--- config.mk ---
export PLATFORM = sky130hd
export DESIGN_NAME = lsu_rd_xbar
export DESIGN_NICKNAME = d
export VERILOG_FILES = /design/src/rtl/lsu_rd_xbar_pkg.sv /design/src/rtl/lsu_rd_addr_decode.sv /design/src/rtl/lsu_rd_xbar.sv
export SDC_FILE = /design/constraint.sdc
export NUM_CORES = 1
export LEC_CHECK = 0
export BUFFER_PORTS_ARGS = -buffer_cell sky130_fd_sc_hd__clkbuf_2
export CORE_AREA = 3 3 81 83
export CTS_CLUSTER_DIAMETER = 120
export DETAILED_ROUTE_END_ITERATION = 8
export DIE_AREA = 0 0 84 86
export GPL_ROUTABILITY_DRIVEN = 0
export PLACE_DENSITY = 0.81
export RECOVER_POWER = 100
export SYNTH_ARGS = -nofsm -noshare
export SYNTH_HDL_FRONTEND = slang
export SYNTH_SLANG_ARGS = --single-unit
--- constraint.sdc ---
create_clock -name i_clock -period 2.57 [get_ports i_clock]
set_clock_uncertainty 0.15 [all_clocks]
set_input_delay 0.257 -clock i_clock [delete_from_list [all_inputs] [get_ports i_clock]]
set_output_delay 0.257 -clock i_clock [all_outputs]
set_load 0.01 [all_outputs]
--- src/rtl/lsu_rd_xbar_pkg.sv ---
// Shared definitions for the LSU read crossbar: FSM states, target encoding,
// AXI response codes and the default region map used by CLINT and memory.
package lsu_rd_xbar_pkg;

  typedef enum logic [1:0] {
    ST_IDLE = 2'd0,
    ST_ADDR = 2'd1,
    ST_DATA = 2'd2,
    ST_ERR  = 2'd3
  } xbar_state_e;

  typedef enum logic [1:0] {
    TGT_MEM   = 2'd0,
    TGT_CLINT = 2'd1,
    TGT_ERR   = 2'd2
  } rd_tgt_e;

  localparam logic [1:0] RESP_OKAY   = 2'b00;
  localparam logic [1:0] RESP_DECERR = 2'b11;

  localparam logic [31:0] DEF_CLINT_BASE = 32'h0200_0000;
  localparam logic [31:0] DEF_CLINT_MASK = 32'hFFFF_0000;
  localparam logic [31:0] DEF_MEM_BASE   = 32'h8000_0000;
  localparam logic [31:0] DEF_MEM_MASK   = 32'hF800_0000;

  function automatic logic region_hit(input logic [31:0] addr,
                                      input logic [31:0] base,
                                      input logic [31:0] mask);
    return (addr & mask) == base;
  endfunction

endpackage

--- src/rtl/lsu_rd_addr_decode.sv ---
// Combinational address-to-target decoder; CLINT takes priority over memory
// if the two regions are ever configured to overlap.
module lsu_rd_addr_decode
  import lsu_rd_xbar_pkg::*;
#(
  parameter logic [31:0] CLINT_BASE = DEF_CLINT_BASE,
  parameter logic [31:0] CLINT_MASK = DEF_CLINT_MASK,
  parameter logic [31:0] MEM_BASE   = DEF_MEM_BASE,
  parameter logic [31:0] MEM_MASK   = DEF_MEM_MASK
) (
  input  logic [31:0] addr_i,
  output rd_tgt_e     tgt_o
);

  always_comb begin
    tgt_o = TGT_ERR;
    if (region_hit(addr_i, MEM_BASE, MEM_MASK)) tgt_o = TGT_MEM;
    if (region_hit(addr_i, CLINT_BASE, CLINT_MASK)) tgt_o = TGT_CLINT;
  end

endmodule

--- src/rtl/lsu_rd_xbar.sv ---
// Single-outstanding AXI4-Lite read crossbar: LSU master to memory or CLINT,
// unmapped reads answered locally with DECERR.
module lsu_rd_xbar
  import lsu_rd_xbar_pkg::*;
#(
  parameter logic [31:0] CLINT_BASE = DEF_CLINT_BASE,
  parameter logic [31:0] CLINT_MASK = DEF_CLINT_MASK,
  parameter logic [31:0] MEM_BASE   = DEF_MEM_BASE,
  parameter logic [31:0] MEM_MASK   = DEF_MEM_MASK
) (
  input  logic        i_clock,
  input  logic        i_reset,
  input  logic [31:0] i_m_araddr,
  input  logic        i_m_arvalid,
  output logic        o_m_arready,
  output logic [31:0] o_m_rdata,
  output logic [1:0]  o_m_rresp,
  output logic        o_m_rvalid,
  input  logic        i_m_rready,
  output logic [31:0] o_mem_araddr,
  output logic        o_mem_arvalid,
  input  logic        i_mem_arready,
  input  logic [31:0] i_mem_rdata,
  input  logic [1:0]  i_mem_rresp,
  input  logic        i_mem_rvalid,
  output logic        o_mem_rready,
  output logic [31:0] o_clint_araddr,
  output logic        o_clint_arvalid,
  input  logic        i_clint_arready,
  input  logic [31:0] i_clint_rdata,
  input  logic [1:0]  i_clint_rresp,
  input  logic        i_clint_rvalid,
  output logic        o_clint_rready,
  output logic [1:0]  o_dbg_state
);

  // Handshakes are strict AXI valid/ready: a beat transfers on the rising
  // edge where both are high; valid never waits on ready.
  xbar_state_e state_q, state_d;
  rd_tgt_e     tgt_q, dec_tgt;
  logic [31:0] addr_q;
  logic        ar_hs;
  logic        sel_arready;

  lsu_rd_addr_decode #(
    .CLINT_BASE(CLINT_BASE),
    .CLINT_MASK(CLINT_MASK),
    .MEM_BASE  (MEM_BASE),
    .MEM_MASK  (MEM_MASK)
  ) u_decode (
    .addr_i(i_m_araddr),
    .tgt_o (dec_tgt)
  );

  assign o_m_arready = (state_q == ST_IDLE);
  assign ar_hs       = i_m_arvalid && o_m_arready;
  assign sel_arready = (tgt_q == TGT_CLINT) ? i_clint_arready : i_mem_arready;
  assign o_dbg_state = state_q;

  always_comb begin
    state_d = state_q;
    case (state_q)
      ST_IDLE: if (ar_hs) state_d = (dec_tgt == TGT_ERR) ? ST_ERR : ST_ADDR;
      ST_ADDR: if (sel_arready) state_d = ST_DATA;
      ST_DATA: if (o_m_rvalid && i_m_rready) state_d = ST_IDLE;
      ST_ERR:  if (i_m_rready) state_d = ST_IDLE;
      default: state_d = ST_IDLE;
    endcase
  end

  always_ff @(posedge i_clock) begin
    if (i_reset) begin
      state_q <= ST_IDLE;
      addr_q  <= '0;
      tgt_q   <= TGT_ERR;
    end else begin
      state_q <= state_d;
      if (ar_hs) begin
        addr_q <= i_m_araddr;
        tgt_q  <= dec_tgt;
      end
    end
  end

  // Both slaves see the latched address; only arvalid is steered.
  assign o_mem_araddr    = addr_q;
  assign o_clint_araddr  = addr_q;
  assign o_mem_arvalid   = (state_q == ST_ADDR) && (tgt_q == TGT_MEM);
  assign o_clint_arvalid = (state_q == ST_ADDR) && (tgt_q == TGT_CLINT);

  always_comb begin
    o_m_rvalid     = 1'b0;
    o_m_rdata      = '0;
    o_m_rresp      = RESP_OKAY;
    o_mem_rready   = 1'b0;
    o_clint_rready = 1'b0;
    case (state_q)
      ST_DATA: begin
        if (tgt_q == TGT_CLINT) begin
          o_m_rvalid     = i_clint_rvalid;
          o_m_rdata      = i_clint_rdata;
          o_m_rresp      = i_clint_rresp;
          o_clint_rready = i_m_rready;
        end else begin
          o_m_rvalid   = i_mem_rvalid;
          o_m_rdata    = i_mem_rdata;
          o_m_rresp    = i_mem_rresp;
          o_mem_rready = i_m_rready;
        end
      end
      ST_ERR: begin
        o_m_rvalid = 1'b1;
        o_m_rresp  = RESP_DECERR;
      end
      default: ;
    endcase
  end

endmodule

Yosys cells after proc, flatten, opt, wreduce, memory -nomap -nowiden

Cells that the tools add are included.

Bits in registers: 36
Input bits: 108
Logic and storage cells: 40

Equality and inequality tests: 11
Muxes and demuxes: 19
Reductions and logical operators: 7

Operators by type and width:

| kind                                                                     | number |
|---|---|
| 32-bit 2-to-1 mux                                                        | 2 |
| 16-bit by 10-bit equality test with 1-bit output (second input constant) | 1 |
| 2-bit 2-to-1 mux                                                         | 8 |
| 2-bit case mux with 4 select lines                                       | 1 |
| 2-bit equality test (second input constant)                              | 3 |
| 1-bit 2-to-1 mux                                                         | 6 |
| 2-bit inequality test (second input constant)                            | 3 |
| 5-bit equality test (second input constant)                              | 1 |
| 2-bit by 1-bit equality test with 1-bit output (second input constant)   | 2 |
| 1-bit logical AND                                                        | 4 |
| 2-bit logical NOT                                                        | 2 |
| 2-bit case mux with 2 select lines                                       | 1 |
| 4-bit AND reduction                                                      | 1 |
| 2-bit by 1-bit inequality test with 1-bit output (second input constant) | 1 |
| 1-bit case mux with 2 select lines                                       | 1 |

Longest topological paths before layout

Gate-level depths: netlist (run 1).

Word-level depth: 7
Depth in mapped cells: 6
Gate-level depth less buffers: 4

Cells and area by module

A second synthesis (run 1) with hierarchy kept.

Cell total of the unflattened synthesis: 291
Area total of the unflattened synthesis: 2230.9 um2

By module, submodules not included:

| module             | times used | cells each | area each (um2) | seq. area each (um2) |
|---|---|---|---|---|
| lsu_rd_xbar        | 1          | 283        | 2173.3          | 720.7 |
| lsu_rd_addr_decode | 1          | 8          | 57.6            | 0.0 |

Worst setup path before layout (run 1)

OpenSTA, ideal clock, no wires.

Path type: reg-to-output
Start: register state_q[0] (netlist: o_dbg_state[0])
End: output o_m_rdata[10]
Data arrival time: 1.294 ns
Slack: 0.869 ns
Stages on the path, launching flop included: 5
Cells stage by stage: dfxtp_1 > clkbuf_1 > nand2b_1 > buf_1 > a21oi_1

Longest elaborated chain between the ends: 2

RTL lines:

| item                     | line              | source |
|---|---|---|
| start: declaration       | lsu_rd_xbar.sv:39 | `xbar_state_e state_q, state_d;` |
| start signal: assignment | lsu_rd_xbar.sv:77 | `state_q <= state_d;` |
| 2-bit equality test      | lsu_rd_xbar.sv:97 | `case (state_q)` |
| 32-bit 2-to-1 mux        | lsu_rd_xbar.sv:97 |  |
| end: declaration         | lsu_rd_xbar.sv:16 | `output logic [31:0] o_m_rdata,` |

Every way passes these cells.

Worst setup path in the final report (run 1)

Start: register tgt_q[1]
End: output o_m_rdata[9]

Longest elaborated chain between the ends: 3

RTL lines:

| item                                           | line              | source |
|---|---|---|
| start: declaration                             | lsu_rd_xbar.sv:40 | `rd_tgt_e tgt_q, dec_tgt;` |
| start signal: assignment                       | lsu_rd_xbar.sv:80 | `tgt_q <= dec_tgt;` |
| 2-bit by 1-bit equality test with 1-bit output | lsu_rd_xbar.sv:99 | `if (tgt_q == TGT_CLINT) begin` |
| 32-bit 2-to-1 mux                              | lsu_rd_xbar.sv:99 |  |
| 32-bit 2-to-1 mux                              | lsu_rd_xbar.sv:97 |  |

Every way passes these cells.

==> impl_results.md, run 1 <==
* Max-cap violation count at 0
* Power spent charging and discharging nets at 0.500 mW
* Remaining global-route overflow at 0
* Sink count of the clock tree at 36
* #FFs+latches synth at 36
* Relative max-transition margin at 44.7%
* Required time at the worst-slack endpoint at 2160 ps
* Number of enable-type register cells in the synthesized netlist at 0
* Final period demand of the worst path at 2100 ps
* Worst Max-Slew Pin Slew at between 800 and 900 ps
* Gate count of the mapped netlist at 330
* Number of buffers added on ports at 213
* Area taken by flip-flops and latches at 721 µm²
* Largest vdd supply drop at 0.309 mV
* Final wirelength at between 7000 and 8000 µm
* P&R area growth vs syn at 36.3%
* Worst R2R Path Depth at 5
* Max frequency at between 0.4 and 0.5 GHz
* Total cell area at the placement stage at between 3000 and 4000 µm²
* Synth unique cells at 30
* Number of detailed-routing iterations run before antenna repair at 4
* Total number of nets in the final design at roughly 600
* Maximum fanout along the worst path at 38
* Antenna violations before repair at 0
* Ports at roughly 210
* Area taken by multi-input logic gates at 1080 µm²
* Hold buffer count at CTS at 0
* Static Leak at 1.31 nW
* Worst hold path depth at 3
* Hold path start: i_m_araddr[5]
* Resized Gates After CTS at 0
* Switching portion of total power at 34.2%
* Setup TNS Final at 0 ps
* Syn. warnings at 0
* Type of the setup path with the least slack: reg -> out
* Fill count at 682
* Horizontal die dimension at 84 µm
* Final Worst Setup Slack at 465 ps
* Wire length of the first global-routing pass at 11700 µm
* Bufs on Longest Clock Path at 2
* Synthesized cell area at around 2200 µm²
* Mean cell area of the mapped netlist at around 6.6 µm²
* Total Die Area at 7220 µm²
* Fraction of registers with async set/reset at 0%
* Result of the run: complete, no violations
* H-tree depth at 2
* Remaining antenna violation count after routing at 0
* Detailed router's first-iteration violation count at 139
* Placed Cells at 569
* Hold Crit Class: in -> reg
* Combinational power share at 31.0%
* Number of global-route vias before repair at 2435
* Via Count at 2726
* Leading cell types in the layout, fill and taps excluded: 131 x sky130_fd_sc_hd__nand2_1, 110 x sky130_fd_sc_hd__clkbuf_2, 107 x sky130_fd_sc_hd__clkbuf_1
* Sequential power share at around 44%
* Slack of the worst reg-to-reg path at 520 ps
* Reg-to-Reg Start: o_dbg_state[0]
* HPWL after DPL at between 6000 and 7000 µm
* Setup repair after global routing missed its margin: false
* Crit path DAT at 1700 ps
* WL/cell at 13.3 µm
* Pin count of the biggest net entering global routing at 39
* Height of the die at 86 µm
* Clock transition at the registers of the reported paths at 70 ps
* Commonest non-fill, non-tap cell in the layout: sky130_fd_sc_hd__nand2_1
* Worst setup slack after placement at between 700 and 800 ps
* Total non-filler cell area in the finished layout at 2950 µm²
* Final cell count without fillers at 576
* Clk root buf: sky130_fd_sc_hd__clkbuf_8
* Worst Hold End: o_clint_araddr[5]
* Global-route usage over all layers at 19.8%
* Clock latency at the later pin of the worst-skew pair at around 270 ps
* DRC violation count after routing at 0
* Leading register cell type out of synthesis: sky130_fd_sc_hd__dfxtp_1
* Internal cell power at 0.963 mW
* Final Setup Violations at 0
* Detail-routed via count per cell at ~4.7
* Number of nets in the synthesized netlist at about 440
* Max-slew violation count at 0
* Cts bufs inserted at 5
* Critical Path Start Type: register
* Reg-to-Reg End: o_clint_araddr[2]
* Initial Util at 36.6%
* Crit end category: primary output
* Clock tree from TritonCTS: done
* Diode count at 0
* Overall power at 1.46 mW
* Core Region at around 6000 µm²
* Proportion of synthesized chip area in sequential cells at approximately a third
* Number of setup buffers added after CTS at 0
* Number of endpoints with negative hold slack in the final report at 0
* Power density of the placed cells at 496 nW/µm²
* Share of the cycle needed by the critical path after routing at 81.9%
* Clk pwr share at 24.8%
* Layout cell share with drive strength beyond 1 at 24.4%
* Number of core rows at 28
## power groups by stage
stage                     logic [mW]  registers (mW)  clock network [mW]
after global routing           0.501           0.657               0.414
after detailed placement       0.494           0.662                   0
after floorplan                0.281           0.667                   0
final                          0.453           0.647               0.363
after global placement         0.488           0.657                   0
after CTS                      0.495           0.649               0.387
## worst max path at each step
stage | start | endpoint | slack [ps] | cells after the start
final | tgt_q[1] | o_m_rdata[9] | 470 | 5
after global routing | o_dbg_state[0] | o_clint_araddr[8] | 210 | 5
after CTS | tgt_q[1] | o_m_rdata[28] | 500 | 5
after detailed placement | o_dbg_state[0] | tgt_q[0] | 710 | 4
after global placement | o_dbg_state[0] | tgt_q[0] | 770 | 4
after floorplan | o_dbg_state[0] | o_m_rdata[10] | 870 | 4
## flip-flops by register name, indices dropped and copies added (netlist names)
signal          flops
o_clint_araddr     32
o_dbg_state         2
tgt_q               2
## routing by layer
layer / global-route usage [%] / vias up / wire (µm)
met2: 36.9 / 122 / 3930
li1: - / 1386 / -
met3: 4.71 / 10 / 570
met5: 0 / - / 0
met1: 23.0 / 1208 / 3010
met4: 4.09 / 0 / 162
## critical path, stage by stage (launching register included)
cell	delay (ps)
sky130_fd_sc_hd__dfxtp_1	430
sky130_fd_sc_hd__nand2b_1	140
sky130_fd_sc_hd__buf_4	340
sky130_fd_sc_hd__nand2_1	90
sky130_fd_sc_hd__a21oi_1	150
sky130_fd_sc_hd__clkbuf_1	250
## cell usage after synthesis (all sizes together) (2+ instances only)
cell type | instances | area share (%)
a21oi | 66 | 15
or4 | 2 | 0.87
o21a | 2 | 0.69
a211oi | 2 | 0.69
clkbuf | 10 | 2.2
dfxtp | 36 | 33
nor4 | 3 | 0.87
nor3 | 2 | 0.46
nand2b | 4 | 1.2
nor2b | 4 | 1.2
buf | 45 | 14
nor2 | 11 | 1.9
nand2 | 131 | 23
## cell families after synthesis
family | count (synthesis) | share of synthesized area [%]
buffers and inverters | 56 | 16.9
AO/OA/AOI/OAI | 76 | 18.9
AND/OR/NAND/NOR | 162 | 31.0
flip-flops | 36 | 33.3
## layout make-up
cell class,instances,area share [%]
Multi-Input combinational cell,238,36.7
Timing Repair Buffer,220,33.1
Sequential cell,36,24.4
Tap cell,75,3.18
Clock buffer,6,2.46
Clock inverter,1,0.169
## stage by stage
step                      hold slack [ps]  utilization [%]
after floorplan                       240                -
after global placement                307             51.0
after detailed placement              315             51.0
after CTS                            35.6             52.3
after global routing                 38.1             49.9
final                                46.7             49.9
Power figures use the tool's default switching activity.
==> run 2, diff against run 1 <==
--- a/config.mk
+++ b/config.mk
@@ -6,12 +6,12 @@
 export NUM_CORES = 1
 export LEC_CHECK = 0
 export BUFFER_PORTS_ARGS = -buffer_cell sky130_fd_sc_hd__clkbuf_2
-export CORE_AREA = 3 3 81 83
+export CORE_MARGIN = 3
+export CORE_UTILIZATION = 36
 export CTS_CLUSTER_DIAMETER = 120
 export DETAILED_ROUTE_END_ITERATION = 8
-export DIE_AREA = 0 0 84 86
 export GPL_ROUTABILITY_DRIVEN = 0
-export PLACE_DENSITY = 0.81
+export PLACE_DENSITY = 0.8
 export RECOVER_POWER = 100
 export SYNTH_ARGS = -nofsm -noshare
 export SYNTH_HDL_FRONTEND = slang
==> constraint.sdc (replaced) <==
create_clock -name i_clock -period 2 [get_ports i_clock]
set_clock_uncertainty 0.15 [all_clocks]
set_input_delay 0.2 -clock i_clock [delete_from_list [all_inputs] [get_ports i_clock]]
set_output_delay 0.2 -clock i_clock [all_outputs]
set_load 0.01 [all_outputs]
==> run 2 against run 1 <==
  * Count of clock-buffer cells in the layout unchanged
  * Critical path type is now in -> reg
  * Largest power group unchanged
  * Sequential power up 28%
  * Utilization up 8.3 points
  * Combinational power up 42%
==> impl_results.md, run 2 (synthesis results as in run 1) <==
* Final wirelength at 8150 µm (+6.3%)
* Met2 layer wire length in the routed design at 4360 µm (+11%)
* Leading cell types in the layout, fill and taps excluded: 131 x sky130_fd_sc_hd__nand2_1, 114 x sky130_fd_sc_hd__clkbuf_2, 101 x sky130_fd_sc_hd__clkbuf_1
* Clock tree from TritonCTS: done
* Number of setup buffers added after CTS at 0 (unchanged)
* Core Region at 5680 µm² (-4.1%)
* Setup TNS Final at 0 ps (unchanged)
* Type of the setup path with the least slack: in -> reg
* Required time at the worst-slack endpoint at 2060 ps (-100 ps)
* Horizontal die dimension at 83.6 µm (-0.52%)
* Max frequency at 0.505 GHz
* Remaining antenna violation count after routing at 0 (unchanged)
* Critical Path Start Type: primary input
* Largest vdd supply drop at 0.362 mV (+17%)
* Maximum fanout along the worst path at 2 (-95%)
* Via Count at 2854 (+4.7%)
* P&R area growth vs syn at 52.4%
* Hold Crit Class: in -> reg
* Worst Max-Slew Pin Slew at 449 ps (-380 ps)
* Final cell count without fillers at 603 (+4.7%)
* Number of endpoints with negative hold slack in the final report at 0 (unchanged)
* Wire length of the first global-routing pass at 12900 µm (+9.5%)
* Final period demand of the worst path at 1980 ps
* Crit end category: register
* Fill count at 615 (-9.8%)
* Max-slew violation count at 0 (unchanged)
* Layout cell share with drive strength beyond 1 at 25.8% (+1.4 points)
* Antenna violations before repair at 0 (unchanged)
* Area taken by flip-flops and latches at 726 µm² (+0.69%)
* Initial Util at 38.2% (+1.6 points)
* HPWL after DPL at 6240 µm (-0.35%)
* Number of buffers added on ports at 213 (unchanged)
* Placed Cells at 568 (-0.18%)
* Area taken by multi-input logic gates at 1090 µm² (+0.81%)
* Commonest non-fill, non-tap cell in the layout: sky130_fd_sc_hd__nand2_1
* Detail-routed via count per cell at 4.73 (about the same)
* H-tree depth at 2 (unchanged)
* Detailed-routing wirelength on met1 at 3060 µm (+1.6%)
* DRC violation count after routing at 0 (unchanged)
* Power density of the placed cells at 610 nW/µm² (+23%)
* Detailed router's first-iteration violation count at 122 (-12%)
* Result of the run: complete, no violations
* Clock latency at the later pin of the worst-skew pair at 280 ps (about the same)
* Routed wl met3 at 597 µm (+4.7%)
* Worst setup slack after placement at 249 ps (-463 ps)
* Ports at 214 (unchanged)
* Clk root buf: sky130_fd_sc_hd__clkbuf_8
* Final Worst Setup Slack at 20.7 ps (-444 ps)
* Relative max-transition margin at 69.8% (+25 points)
* Static Leak at 1.47 nW (+12%)
* Final Setup Violations at 0 (unchanged)
* Number of core rows at 27 (-3.6%)
* Cts bufs inserted at 5 (unchanged)
* Max reg flops at 32 (unchanged)
* Max-cap violation count at 0 (unchanged)
* Share of the cycle needed by the critical path after routing at 99.0%
* Number of global-route vias before repair at 2571 (+5.6%)
* Total Die Area at 6980 µm² (-3.3%)
* Clock transition at the registers of the reported paths at 80 ps (about the same)
* Global-route usage over all layers at 22.0% (+2.3 points)
* Sink count of the clock tree at 36 (unchanged)
* Pin count of the biggest net entering global routing at 38 (-2.6%)
* WL/cell at 13.5 µm (+1.6%)
* Top routing layer used: met4
* Crit path DAT at 2040 ps (+340 ps)
* Setup repair after global routing missed its margin: false
* Diode count at 0 (unchanged)
* Bufs on Longest Clock Path at 2 (unchanged)
* Height of the die at 83.6 µm (-2.8%)
* Remaining global-route overflow at 0 (unchanged)
* Number of detailed-routing iterations run before antenna repair at 4 (unchanged)
* Total number of nets in the final design at 638 (+4.8%)
## run 2: power by group
| part | leakage (nW) | switching, mW | internal (mW) |
|---|---|---|---|
| Clock | 0.0516 | 0.261 | 0.281 |
| Sequential | 0.295 | 0.0543 | 0.776 |
| Combinational | 1.13 | 0.372 | 0.269 |
| Total | 1.47 | 0.687 | 1.33 |
## run 2: routing by layer
layer / track usage [%] / up-vias
met1: 24.7 / 1269
met3: 4.44 / 10
met4: 5.85 / 0
li1: - / 1447
met2: 41.9 / 128
met5: 0 / -
## run 2: area by class of cell
cell class	count	share of cell area, %
timing repair buffer	249	39.3
multi-input combinational	238	33.1
sequential	36	22.0
tap	72	2.73
clock buffer	6	2.50
clock inverter	2	0.417
## run 2: final timing paths
check,from,endpoint,slack [ps],cells past startpoint
hold / removal,i_m_araddr[31],o_clint_araddr[31],10,3
setup / recovery,i_m_araddr[20],tgt_q[0],20,6
setup reg to reg,o_dbg_state[0],o_clint_araddr[29],330,6
hold reg to reg,o_clint_araddr[17],o_clint_araddr[17],320,2
## run 2: timing repair
item / 4_1_cts / 5_1_grt
gates resized for setup: 0 / 6
setup endpoints to repair: 0 / 26
hold buffers: 27 / 0
hold endpoints to repair: 27 / 0
## run 2: per-stage QoR
| step | total power, mW | utilization [%] | cell area [µm²] | hold slack, ps |
|---|---|---|---|---|
| final | 2.01 | 58.2 | 3300 | 14.1 |
| after global routing | 2.15 | 58.2 | 3300 | 22.9 |
| after CTS | 2.08 | 60.3 | 3420 | 2.68 |
| after detailed placement | 1.49 | 53.8 | 3050 | 278 |
| after global placement | 1.48 | 53.8 | 3050 | 274 |
| after floorplan | 1.22 | - | 2170 | 183 |
## run 2: worst max-delay path, cell delays in order
cell and delay [ps]:
sky130_fd_sc_hd__dlygate4sd3_1 540, sky130_fd_sc_hd__clkbuf_1 110, sky130_fd_sc_hd__nor4_1 440, sky130_fd_sc_hd__nand3_1 110, sky130_fd_sc_hd__or4_1 480, sky130_fd_sc_hd__a21oi_1 150
